===== src/rtl/rtc_pkg.sv =====
// rtl/rtc_pkg.sv - shared RTC/alarm command codes, time field widths and alarm state type
package rtc_pkg;

  localparam int HOURS_W = 5;
  localparam int MIN_W   = 6;
  localparam int SEC_W   = 6;
  localparam int MS_W    = 10;

  // Alarm commands; every other code on the shared bus is owned by the RTC.
  localparam logic [2:0] CMD_ALARM_CTRL        = 3'b000;
  localparam logic [2:0] CMD_SET_ALARM_MINUTES = 3'b001;
  localparam logic [2:0] CMD_SET_ALARM_HOURS   = 3'b100;
  localparam logic [2:0] CMD_RTC_SET_HOURS     = 3'b010;
  localparam logic [2:0] CMD_RTC_SET_MINUTES   = 3'b011;
  localparam logic [2:0] CMD_RTC_SET_SECONDS   = 3'b101;
  localparam logic [2:0] CMD_RTC_CTRL          = 3'b110;
  localparam logic [2:0] CMD_RTC_RESERVED      = 3'b111;

  typedef enum logic [1:0] {
    ST_IDLE,
    ST_ARMED,
    ST_RINGING,
    ST_SNOOZE
  } alarm_state_e;

endpackage


===== src/rtl/rtc_time_add_min.sv =====
// rtl/rtc_time_add_min.sv - combinational HH:MM + ADD_MIN minutes with hour and day wrap
module rtc_time_add_min
  import rtc_pkg::*;
#(
  parameter int ADD_MIN = 5
) (
  input  logic [HOURS_W-1:0] hours_i,
  input  logic [MIN_W-1:0]   minutes_i,
  output logic [HOURS_W-1:0] hours_o,
  output logic [MIN_W-1:0]   minutes_o
);

  logic [MIN_W:0]   min_sum;
  logic [HOURS_W-1:0] hours_inc;

  always_comb begin
    min_sum   = {1'b0, minutes_i} + (MIN_W+1)'(ADD_MIN);
    hours_inc = (hours_i == HOURS_W'(23)) ? '0 : hours_i + 1'b1;
    if (min_sum >= (MIN_W+1)'(60)) begin
      minutes_o = MIN_W'(min_sum - (MIN_W+1)'(60));
      hours_o   = hours_inc;
    end else begin
      minutes_o = min_sum[MIN_W-1:0];
      hours_o   = hours_i;
    end
  end

endmodule


===== src/rtl/rtc_alarm.sv =====
// rtl/rtc_alarm.sv - daily HH:MM alarm with ack, snooze and ring timeout on the shared RTC cmd bus
// Optional snooze limit enabled by defining RTC_ALARM_SNOOZE_LIMIT_EN.
module rtc_alarm
  import rtc_pkg::*;
#(
  parameter int RING_TIMEOUT_S = 60,
  parameter int SNOOZE_MIN     = 5,
  parameter int MAX_SNOOZE     = 3
) (
  input  logic               clk_i,
  input  logic               arst_i,
  input  logic               cmd_valid_i,
  input  logic [2:0]         cmd_type_i,
  input  logic [9:0]         cmd_data_i,
  input  logic [HOURS_W-1:0] hours_i,
  input  logic [MIN_W-1:0]   minutes_i,
  input  logic [SEC_W-1:0]   seconds_i,
  input  logic [MS_W-1:0]    milliseconds_i,
  input  logic               ack_i,
  input  logic               snooze_i,
  output logic               alarm_o,
  output logic               armed_o,
  output logic [HOURS_W-1:0] alarm_hours_o,
  output logic [MIN_W-1:0]   alarm_minutes_o
);

  alarm_state_e       state_q, state_d;
  logic               cmd_valid_q, cmd_arm_q;
  logic [2:0]         cmd_type_q;
  logic [MIN_W-1:0]   cmd_val_q;
  logic [HOURS_W-1:0] alarm_hours_q, snz_hours_q, snz_hours_d;
  logic [MIN_W-1:0]   alarm_minutes_q, snz_minutes_q, snz_minutes_d;
  logic [7:0]         timeout_q;
  logic [SEC_W-1:0]   sec_prev_q;
  logic               alarm_q;
  logic               do_disarm, do_arm, at_zero, alarm_match, snooze_match;
  logic               timed_out, sec_edge, snooze_ok, enter_ring, enter_snooze;
  logic [HOURS_W-1:0] cmd_hours;
  logic               unused_ok;

  // Payload hours live in [9:5], which is the top of the captured [9:4] minutes field.
  assign cmd_hours    = cmd_val_q[MIN_W-1:1];
  assign do_disarm    = cmd_valid_q && (cmd_type_q == CMD_ALARM_CTRL) && !cmd_arm_q;
  assign do_arm       = cmd_valid_q && (cmd_type_q == CMD_ALARM_CTRL) && cmd_arm_q;
  assign at_zero      = (seconds_i == '0) && (milliseconds_i == '0);
  assign alarm_match  = at_zero && (hours_i == alarm_hours_q) && (minutes_i == alarm_minutes_q);
  assign snooze_match = at_zero && (hours_i == snz_hours_q) && (minutes_i == snz_minutes_q);
  assign timed_out    = (timeout_q == 8'(RING_TIMEOUT_S));
  assign sec_edge     = (seconds_i != sec_prev_q);
  assign enter_ring   = (state_q != ST_RINGING) && (state_d == ST_RINGING);
  assign enter_snooze = (state_q == ST_RINGING) && (state_d == ST_SNOOZE);
  assign unused_ok    = ^{cmd_data_i[3:1], MAX_SNOOZE != 0};

  rtc_time_add_min #(.ADD_MIN(SNOOZE_MIN)) u_snooze_add (
    .hours_i   (hours_i),
    .minutes_i (minutes_i),
    .hours_o   (snz_hours_d),
    .minutes_o (snz_minutes_d)
  );

`ifdef RTC_ALARM_SNOOZE_LIMIT_EN
  logic [3:0] snz_cnt_q;

  assign snooze_ok = (snz_cnt_q != 4'(MAX_SNOOZE));

  // Every exit to ARMED or IDLE is an ack, a timeout or a disarm.
  always_ff @(posedge clk_i or posedge arst_i) begin
    if (arst_i) begin
      snz_cnt_q <= '0;
    end else if ((state_d == ST_ARMED) || (state_d == ST_IDLE)) begin
      snz_cnt_q <= '0;
    end else if (enter_snooze) begin
      snz_cnt_q <= snz_cnt_q + 4'd1;
    end
  end
`else
  assign snooze_ok = 1'b1;
`endif

  always_comb begin
    state_d = state_q;
    if (do_disarm) begin
      state_d = ST_IDLE;
    end else begin
      case (state_q)
        ST_IDLE:    if (do_arm) state_d = ST_ARMED;
        ST_ARMED:   if (alarm_match) state_d = ST_RINGING;
        ST_RINGING: begin
          if (ack_i)         state_d = ST_ARMED;
          else if (snooze_i) state_d = snooze_ok ? ST_SNOOZE : ST_ARMED;
          else if (timed_out) state_d = ST_ARMED;
        end
        ST_SNOOZE: begin
          if (ack_i)             state_d = ST_ARMED;
          else if (snooze_match) state_d = ST_RINGING;
        end
        default:    state_d = ST_IDLE;
      endcase
    end
  end

  always_ff @(posedge clk_i or posedge arst_i) begin
    if (arst_i) begin
      state_q         <= ST_IDLE;
      cmd_valid_q     <= 1'b0;
      cmd_type_q      <= '0;
      cmd_val_q       <= '0;
      cmd_arm_q       <= 1'b0;
      alarm_hours_q   <= '0;
      alarm_minutes_q <= '0;
      snz_hours_q     <= '0;
      snz_minutes_q   <= '0;
      timeout_q       <= '0;
      sec_prev_q      <= '0;
      alarm_q         <= 1'b0;
    end else begin
      state_q     <= state_d;
      cmd_valid_q <= cmd_valid_i;
      cmd_type_q  <= cmd_type_i;
      cmd_val_q   <= cmd_data_i[9:4];
      cmd_arm_q   <= cmd_data_i[0];
      sec_prev_q  <= seconds_i;
      alarm_q     <= (state_d == ST_RINGING);
      if (cmd_valid_q && (cmd_type_q == CMD_SET_ALARM_HOURS) && (cmd_hours <= HOURS_W'(23)))
        alarm_hours_q <= cmd_hours;
      if (cmd_valid_q && (cmd_type_q == CMD_SET_ALARM_MINUTES) && (cmd_val_q <= MIN_W'(59)))
        alarm_minutes_q <= cmd_val_q;
      if (enter_snooze) begin
        snz_hours_q   <= snz_hours_d;
        snz_minutes_q <= snz_minutes_d;
      end
      if (enter_ring)
        timeout_q <= '0;
      else if ((state_q == ST_RINGING) && sec_edge)
        timeout_q <= timeout_q + 8'd1;
    end
  end

  assign alarm_o         = alarm_q;
  assign armed_o         = (state_q != ST_IDLE);
  assign alarm_hours_o   = alarm_hours_q;
  assign alarm_minutes_o = alarm_minutes_q;

endmodule


===== config.mk =====
export PLATFORM = sky130hd
export DESIGN_NAME = rtc_alarm
export DESIGN_NICKNAME = d
export VERILOG_FILES = /design/src/rtl/rtc_pkg.sv /design/src/rtl/rtc_time_add_min.sv /design/src/rtl/rtc_alarm.sv
export SDC_FILE = /design/constraint.sdc
export NUM_CORES = 1
export LEC_CHECK = 0
export CORE_ASPECT_RATIO = 0.5
export CORE_MARGIN = 2
export CORE_UTILIZATION = 30
export DETAILED_ROUTE_END_ITERATION = 10
export RECOVER_POWER = 25
export SYNTH_ARGS = -nofsm -noshare
export SYNTH_HDL_FRONTEND = slang
export SYNTH_SLANG_ARGS = --single-unit

===== constraint.sdc =====
create_clock -name clk_i -period 2.6 [get_ports clk_i]
set_input_delay 0.39 -clock clk_i [delete_from_list [all_inputs] [get_ports clk_i]]
set_output_delay 0.39 -clock clk_i [all_outputs]
set_load 0.01 [all_outputs]

### Word level (Yosys, flattened, before mapping)

Cells that the tools add are included.

| operators by class | value |
|---|---|
| eq/ne operators | 15 |
| reductions and logical operators | 22 |
| $add $sub $neg | 4 |
| magnitude comparators | 3 |
| multiplexer cells | 14 |

Operators with widths:

| operator | count |
|---|---|
| 2-bit two-way mux | 8 |
| 8-bit two-way mux | 2 |
| 1-bit logical AND | 15 |
| 6-bit equality test | 2 |
| 5-bit equality test | 2 |
| 10-bit zero test | 1 |
| 5-bit two-way mux | 2 |
| 8-bit by 1-bit adder with 8-bit output (second input constant) | 1 |
| 2-bit equality test (second input constant) | 4 |
| 8-bit by 6-bit equality test with 1-bit output (second input constant) | 1 |
| 2-bit one-hot mux with 4 select lines | 1 |
| 6-bit by 3-bit adder with 7-bit output (second input constant) | 1 |
| 7-bit by 6-bit >= comparator with 1-bit output (second input constant) | 1 |
| 6-bit <= comparator (second input constant) | 1 |
| 6-bit zero test | 1 |
| 6-bit two-way mux | 1 |
| 6-bit != test | 1 |
| 6-bit subtractor (second input constant) | 1 |
| 5-bit by 1-bit adder with 5-bit output (second input constant) | 1 |
| 5-bit equality test (second input constant) | 1 |
| 5-bit <= comparator (second input constant) | 1 |
| 2-bit nonzero test | 2 |
| 3-bit by 1-bit equality test with 1-bit output (second input constant) | 1 |
| 3-bit equality test (second input constant) | 1 |
| other kinds (5) | 5 |

| storage, ports and cells | value |
|---|---|
| input port bits | 45 |
| flip-flop bits (word level) | 50 |
| output and inout port bits | 13 |

### Depth between registers and ports, before layout

| logic depth | value |
|---|---|
| depth after elaboration | 11 |
| depth in mapped cells | 11 |

### Hierarchy

A second synthesis with hierarchy kept.

| second synthesis, totals | value |
|---|---|
| cell total of the unflattened synthesis | 231 |
| area total of the unflattened synthesis | 2658.8 sq um |

By module, submodules not included:

| module | cells an instance | instances | sequential area each (sq um) | area each (sq um) |
|---|---|---|---|---|
| rtc_alarm | 181 | 1 | 1251.2 | 2223.4 |
| rtc_time_add_min | 50 | 1 | 0.0 | 435.4 |

### Least setup slack after synthesis

OpenSTA, ideal clock, no wires.

| timing | value |
|---|---|
| path type | input to register |
| from | input port minutes_i[0] |
| to | register snz_hours_q[1] |
| path buffers | 2 |
| library setup time | 0.082 ns |
| slack | -0.001 ns |
| data required time | 2.518 ns |
| stages | 11 |
| data arrival time | 2.519 ns |
| cell sequence | ha_1 -> buf_2 -> xnor2_1 -> ha_1 -> and4b_1 -> a31oi_1 -> a221oi_1 -> o31ai_1 -> buf_2 -> or3b_1 -> a31oi_1 |

| on the way | value |
|---|---|
| longest elaborated chain between the ends | 8 |

Ends and longest elaborated chain:

| what | line | text |
|---|---|---|
| start, declared | rtc_alarm.sv:16 | `input logic [MIN_W-1:0] minutes_i,` |
| branches (longest 8 deep; another with 6-bit by 3-bit adder with 7-bit output) | - |  |
| end signal, assigned | rtc_alarm.sv:129 | `snz_hours_q <= snz_hours_d;` |
| end, declared | rtc_alarm.sv:31 | `logic [HOURS_W-1:0] alarm_hours_q, snz_hours_q, snz_hours_d;` |

Several ways; the timed one is not identified.
A chain may end at the register's enable or synchronous reset.

### Worst setup path after layout

| timing | value |
|---|---|
| from | input port seconds_i[0] |
| to | register timeout_q[7] |

| on the way | value |
|---|---|
| longest elaborated chain between the ends | 11 |

Ends and longest elaborated chain:

| what | line | text |
|---|---|---|
| start, declared | rtc_alarm.sv:17 | `input logic [SEC_W-1:0] seconds_i,` |
| 6-bit zero test | rtc_alarm.sv:45 | `assign at_zero = (seconds_i == '0) && (milliseconds_i == '0);` |
| 1-bit logical AND | rtc_alarm.sv:45 |  |
| 1-bit logical AND (2 in series) | rtc_alarm.sv:47 | `assign snooze_match = at_zero && (hours_i == snz_hours_q) && (minutes_i == snz_minutes_q);` |
| 2-bit two-way mux | rtc_alarm.sv:95 | `else if (snooze_match) state_d = ST_RINGING;` |
| 2-bit two-way mux | rtc_alarm.sv:94 | `if (ack_i) state_d = ST_ARMED;` |
| 2-bit one-hot mux with 4 select lines | rtc_alarm.sv:85 | `case (state_q)` |
| 2-bit two-way mux | rtc_alarm.sv:82 | `if (do_disarm) begin` |
| 2-bit equality test | rtc_alarm.sv:50 | `assign enter_ring = (state_q != ST_RINGING) && (state_d == ST_RINGING);` |
| 1-bit logical AND | rtc_alarm.sv:50 |  |
| 8-bit two-way mux or 2-bit nonzero test (tied branches) | - |  |
| end signal, assigned | rtc_alarm.sv:135 | `timeout_q <= timeout_q + 8'd1;` |
| end, declared | rtc_alarm.sv:33 | `logic [7:0] timeout_q;` |

Parallel ways exist; a longest one is shown, timed or not.

==> summary.md <==
| Metric | Value |
|---|---|
| Largest area contributor in the netlist | dfrtp_1 |
| Hold Fails Final Rpt | 0 |
| I/O Buffers | 54 |
| Final wirelength | between 6000 and 7000 um |
| Final worst slack | 0.102 ns |
| Detail Route Antenna Nets | 0 |
| Syn Area/Cell | about 10 sq um |
| Hold Path End | alarm_minutes_o[0]$_DFFE_PP0P_ |
| Routability Congestion | between 0.8 and 0.9 |
| Vias in the first global route | 2246 |
| Startpoint Class | primary input |
| Clk_skew | approximately 0.0043 ns |
| R2r setup slk | 0.51 ns |
| Critical Path AT | roughly 2.7 ns |
| Hold path depth | 1 |
| GRT Total Usage | between 10% and 20% |
| Clk_lat worst skew | 0.29 ns |
| Max-cap viol count | 0 |
| Period utilization | between 90% and 100% |
| Gr ovfl total | 0 |
| Layout Area Growth over Synthesis | 39.2% |
| Kind of critical path | primary input to flop |
| TNS Setup | 0 ns |
| Initial antenna violation count | 0 |
| Mapped Area | about 2700 sq um |
| FFs w/ async S/R, synth | 100% |
| RR Endpoint | timeout_q[7]$_DFFE_PP0P_ |
| Post-synthesis sequential area ratio | a little under half |
| Die Ht | between 70 and 80 um |
| Yosys reg bits | 50 |
| Fmax | about 400 MHz |
| Req. time, crit path | 2.78 ns |
| Cell variety after synth | 54 |
| Synth warn | 0 |
| Final setup fails | 0 |
| Post-Place Setup Slack | -0.512 ns |
| Hold/Removal Path Class | flop to flop |
| I/O pin count | 58 |
| Fraction of layout cells with a size suffix above 1 | about a fifth |
| Post-Synthesis Cells | 260 |
| Most numerous cell in the Yosys netlist | dfrtp_1 |
| Detailed placement HPWL | 4940 um |
| Crit-path max FO | 8 |
| Routed vias/inst | 4.80 |
| Leak pwr | around 1.6 nW |
| Worst r2r src | snz_hours_q[0]$_DFFE_PP0P_ |
| CTS tree | yes |
| Reg2Reg Depth | 7 |
| Worst IR Drop VDD | 0.265 mV |
| Drt first-iter violations | 89 |
| Outcome | finished clean |
| CTS clk-pin slew, worst paths | 0.07 ns |
| Final #Nets | 389 |
| Synth top cells by count | dfrtp_1 (50), nand2_1 (23), nor2_1 (21), xor2_1 (21), xnor2_1 (16) |
| Drt first pass iters | 4 |
| Final Util | 42.9% |
| Root Buffer | clkbuf_16 |
| Synth top area share | between 40% and 50% |
| Initial Util | between 30% and 40% |
| Filler cell count | about 830 |
| Num CTS Buffers | 5 |
| CTS Buffer Depth | 2 |
| Core region area | roughly 8700 sq um |
| Post-route DRC | 0 |
| Fin. max-slew vios | 0 |
| Die X | between 100 and 150 um |
| Max-slew headroom | between 30% and 40% |
| Avg WL per Cell | between 10 and 15 um |
| Clock sink total | 50 |
| Post-synth EDFFs | 0 |
| Die area | 9770 sq um |
| Tmin final | 2.50 ns |
| Slew of the pin with the lowest slew margin | between 0.9 and 1 ns |
| Cell Pwr Density | around 530 nW/um^2 |
| Worst hold start | cmd_val_q[0]$_DFF_PP0_ |
| Unrepaired setup endpoints after global routing | true |
| First-pass GRT wire length | around 11000 um |
| Largest net degree at the start of global routing | 29 |
| Max H-tree Level | 2 |
| Via count | ~2200 |
| # diodes | 0 |
| Cells taking the most area after synthesis | dfrtp_1 (47%), xor2_1 (6.8%), xnor2_1 (5.2%) |
| Synthesized net count | a little over 300 |
| Type of element capturing the critical path | flop |
| Hold buffers post-CTS | 0 |
| Most used DFF post-synth | dfrtp_1 |
| Row cnt | 24 |
==> cells by family (layout without fill, tap and decap cells) <==
group / after synthesis / count (layout) / synth area share [%]
AND/OR/NAND/NOR: 90 / 90 / 18.1
adder cells (fa/ha/maj): 5 / 5 / 2.33
buffers and inverters: 20 / 100 / 3.91
multiplexers: 11 / 11 / 4.47
flip-flops: 50 / 50 / 46.6
XOR/XNOR: 37 / 37 / 12.1
AO/OA/AOI/OAI: 47 / 47 / 12.5
==> per-stage QoR <==
step | cells | instance area (sq um) | hold slack [ns] | power (mW)
floorplan | 260 | 2690 | 0.421 | 1.10
global placement | 446 | 3520 | 0.460 | 1.33
detailed placement | 446 | 3520 | 0.463 | 1.34
CTS | 456 | 3710 | 0.474 | 2.01
global route | 457 | 3740 | 0.502 | 2.09
finish | 457 | 3740 | 0.473 | 1.99
==> how the worst max path moves through the flow <==
| stage | cells past startpoint | start | slack, ns | end |
|---|---|---|---|---|
| 3_3_place_gp | 11 | minutes_i[0] | -0.43 | snz_hours_q[2]$_DFFE_PP0P_ |
| 2_1_floorplan | 11 | minutes_i[0] | 0.02 | snz_hours_q[1]$_DFFE_PP0P_ |
| 6_report | 8 | seconds_i[0] | 0.10 | timeout_q[7]$_DFFE_PP0P_ |
| 3_5_place_dp | 11 | minutes_i[0] | -0.51 | snz_hours_q[2]$_DFFE_PP0P_ |
| 5_1_grt | 8 | seconds_i[3] | -0.07 | timeout_q[6]$_DFFE_PP0P_ |
| 4_1_cts | 10 | minutes_i[3] | 0.07 | snz_hours_q[2]$_DFFE_PP0P_ |
==> layout by cell type (no fill, tap or decap), types with 6 or more instances in the layout <==
cell type / synthesis / layout
dlygate4sd3_1: 0 / 12
clkdlybuf4s50_1: 0 / 38
xnor2_1: 16 / 14
nand4_1: 9 / 9
o21ai_0: 11 / 10
nand2_1: 23 / 23
a21oi_1: 8 / 7
inv_1: 6 / 6
nor2_1: 21 / 21
nor4_1: 6 / 6
buf_4: 1 / 30
dfrtp_1: 50 / 50
mux2_2: 8 / 8
xor2_1: 21 / 21
==> timing repair <==
action	4_1_cts	5_1_grt
resized for setup	9	5
pin swaps	1	2
endpoints found under the setup margin	7	13
setup buffers	2	1
gates cloned	0	0
hold endpoints to repair	0	0
==> worst max-delay path, stage by stage <==
cell and delay, ns:
clkdlybuf4s50_1 0.42, nor4_1 0.30, nand4_1 0.21, or4_1 0.57, o2111ai_1 0.26, nor4bb_2 0.27, buf_4 0.21, nor2_1 0.06
==> flip-flops by register name (all words and copies together), names as in the netlist <==
name / count
timeout_q: 8
alarm_minutes_o: 6
cmd_val_q: 6
sec_prev_q: 6
snz_minutes_q: 6
alarm_hours_o: 5
snz_hours_q: 5
cmd_type_q: 3
state_q: 2
alarm_o: 1
cmd_arm_q: 1
cmd_valid_q: 1
==> power by group <==
part | total [mW] | internal (mW) | switching, mW
clock network | 0.664 | 0.381 | 0.283
registers | 0.891 | 0.835 | 0.0562
logic | 0.436 | 0.262 | 0.173
total | 1.99 | 1.48 | 0.513
==> cell type report <==
class / instances / area, sq um / share of cell area (%)
Multi-Input combinational cell: 190 / 1370 / 36.6
Sequential cell: 50 / 1250 / 33.5
Timing Repair Buffer: 86 / 797 / 21.3
Tap cell: 117 / 146 / 3.92
Clock buffer: 6 / 139 / 3.71
Inverter: 6 / 22.5 / 0.602
Clock inverter: 2 / 12.5 / 0.335
==> per-layer routing <==
layer | vias up | GRT usage [%] | wire (um)
met4 | 0 | 4.65 | 81
met2 | 32 | 23.9 | 3200
met3 | 7 | 3.08 | 175
li1 | 1087 | - | -
met1 | 1066 | 18.3 | 2960
met5 | - | 0 | 0
Note: power is estimated with default switching activity, not from simulation.
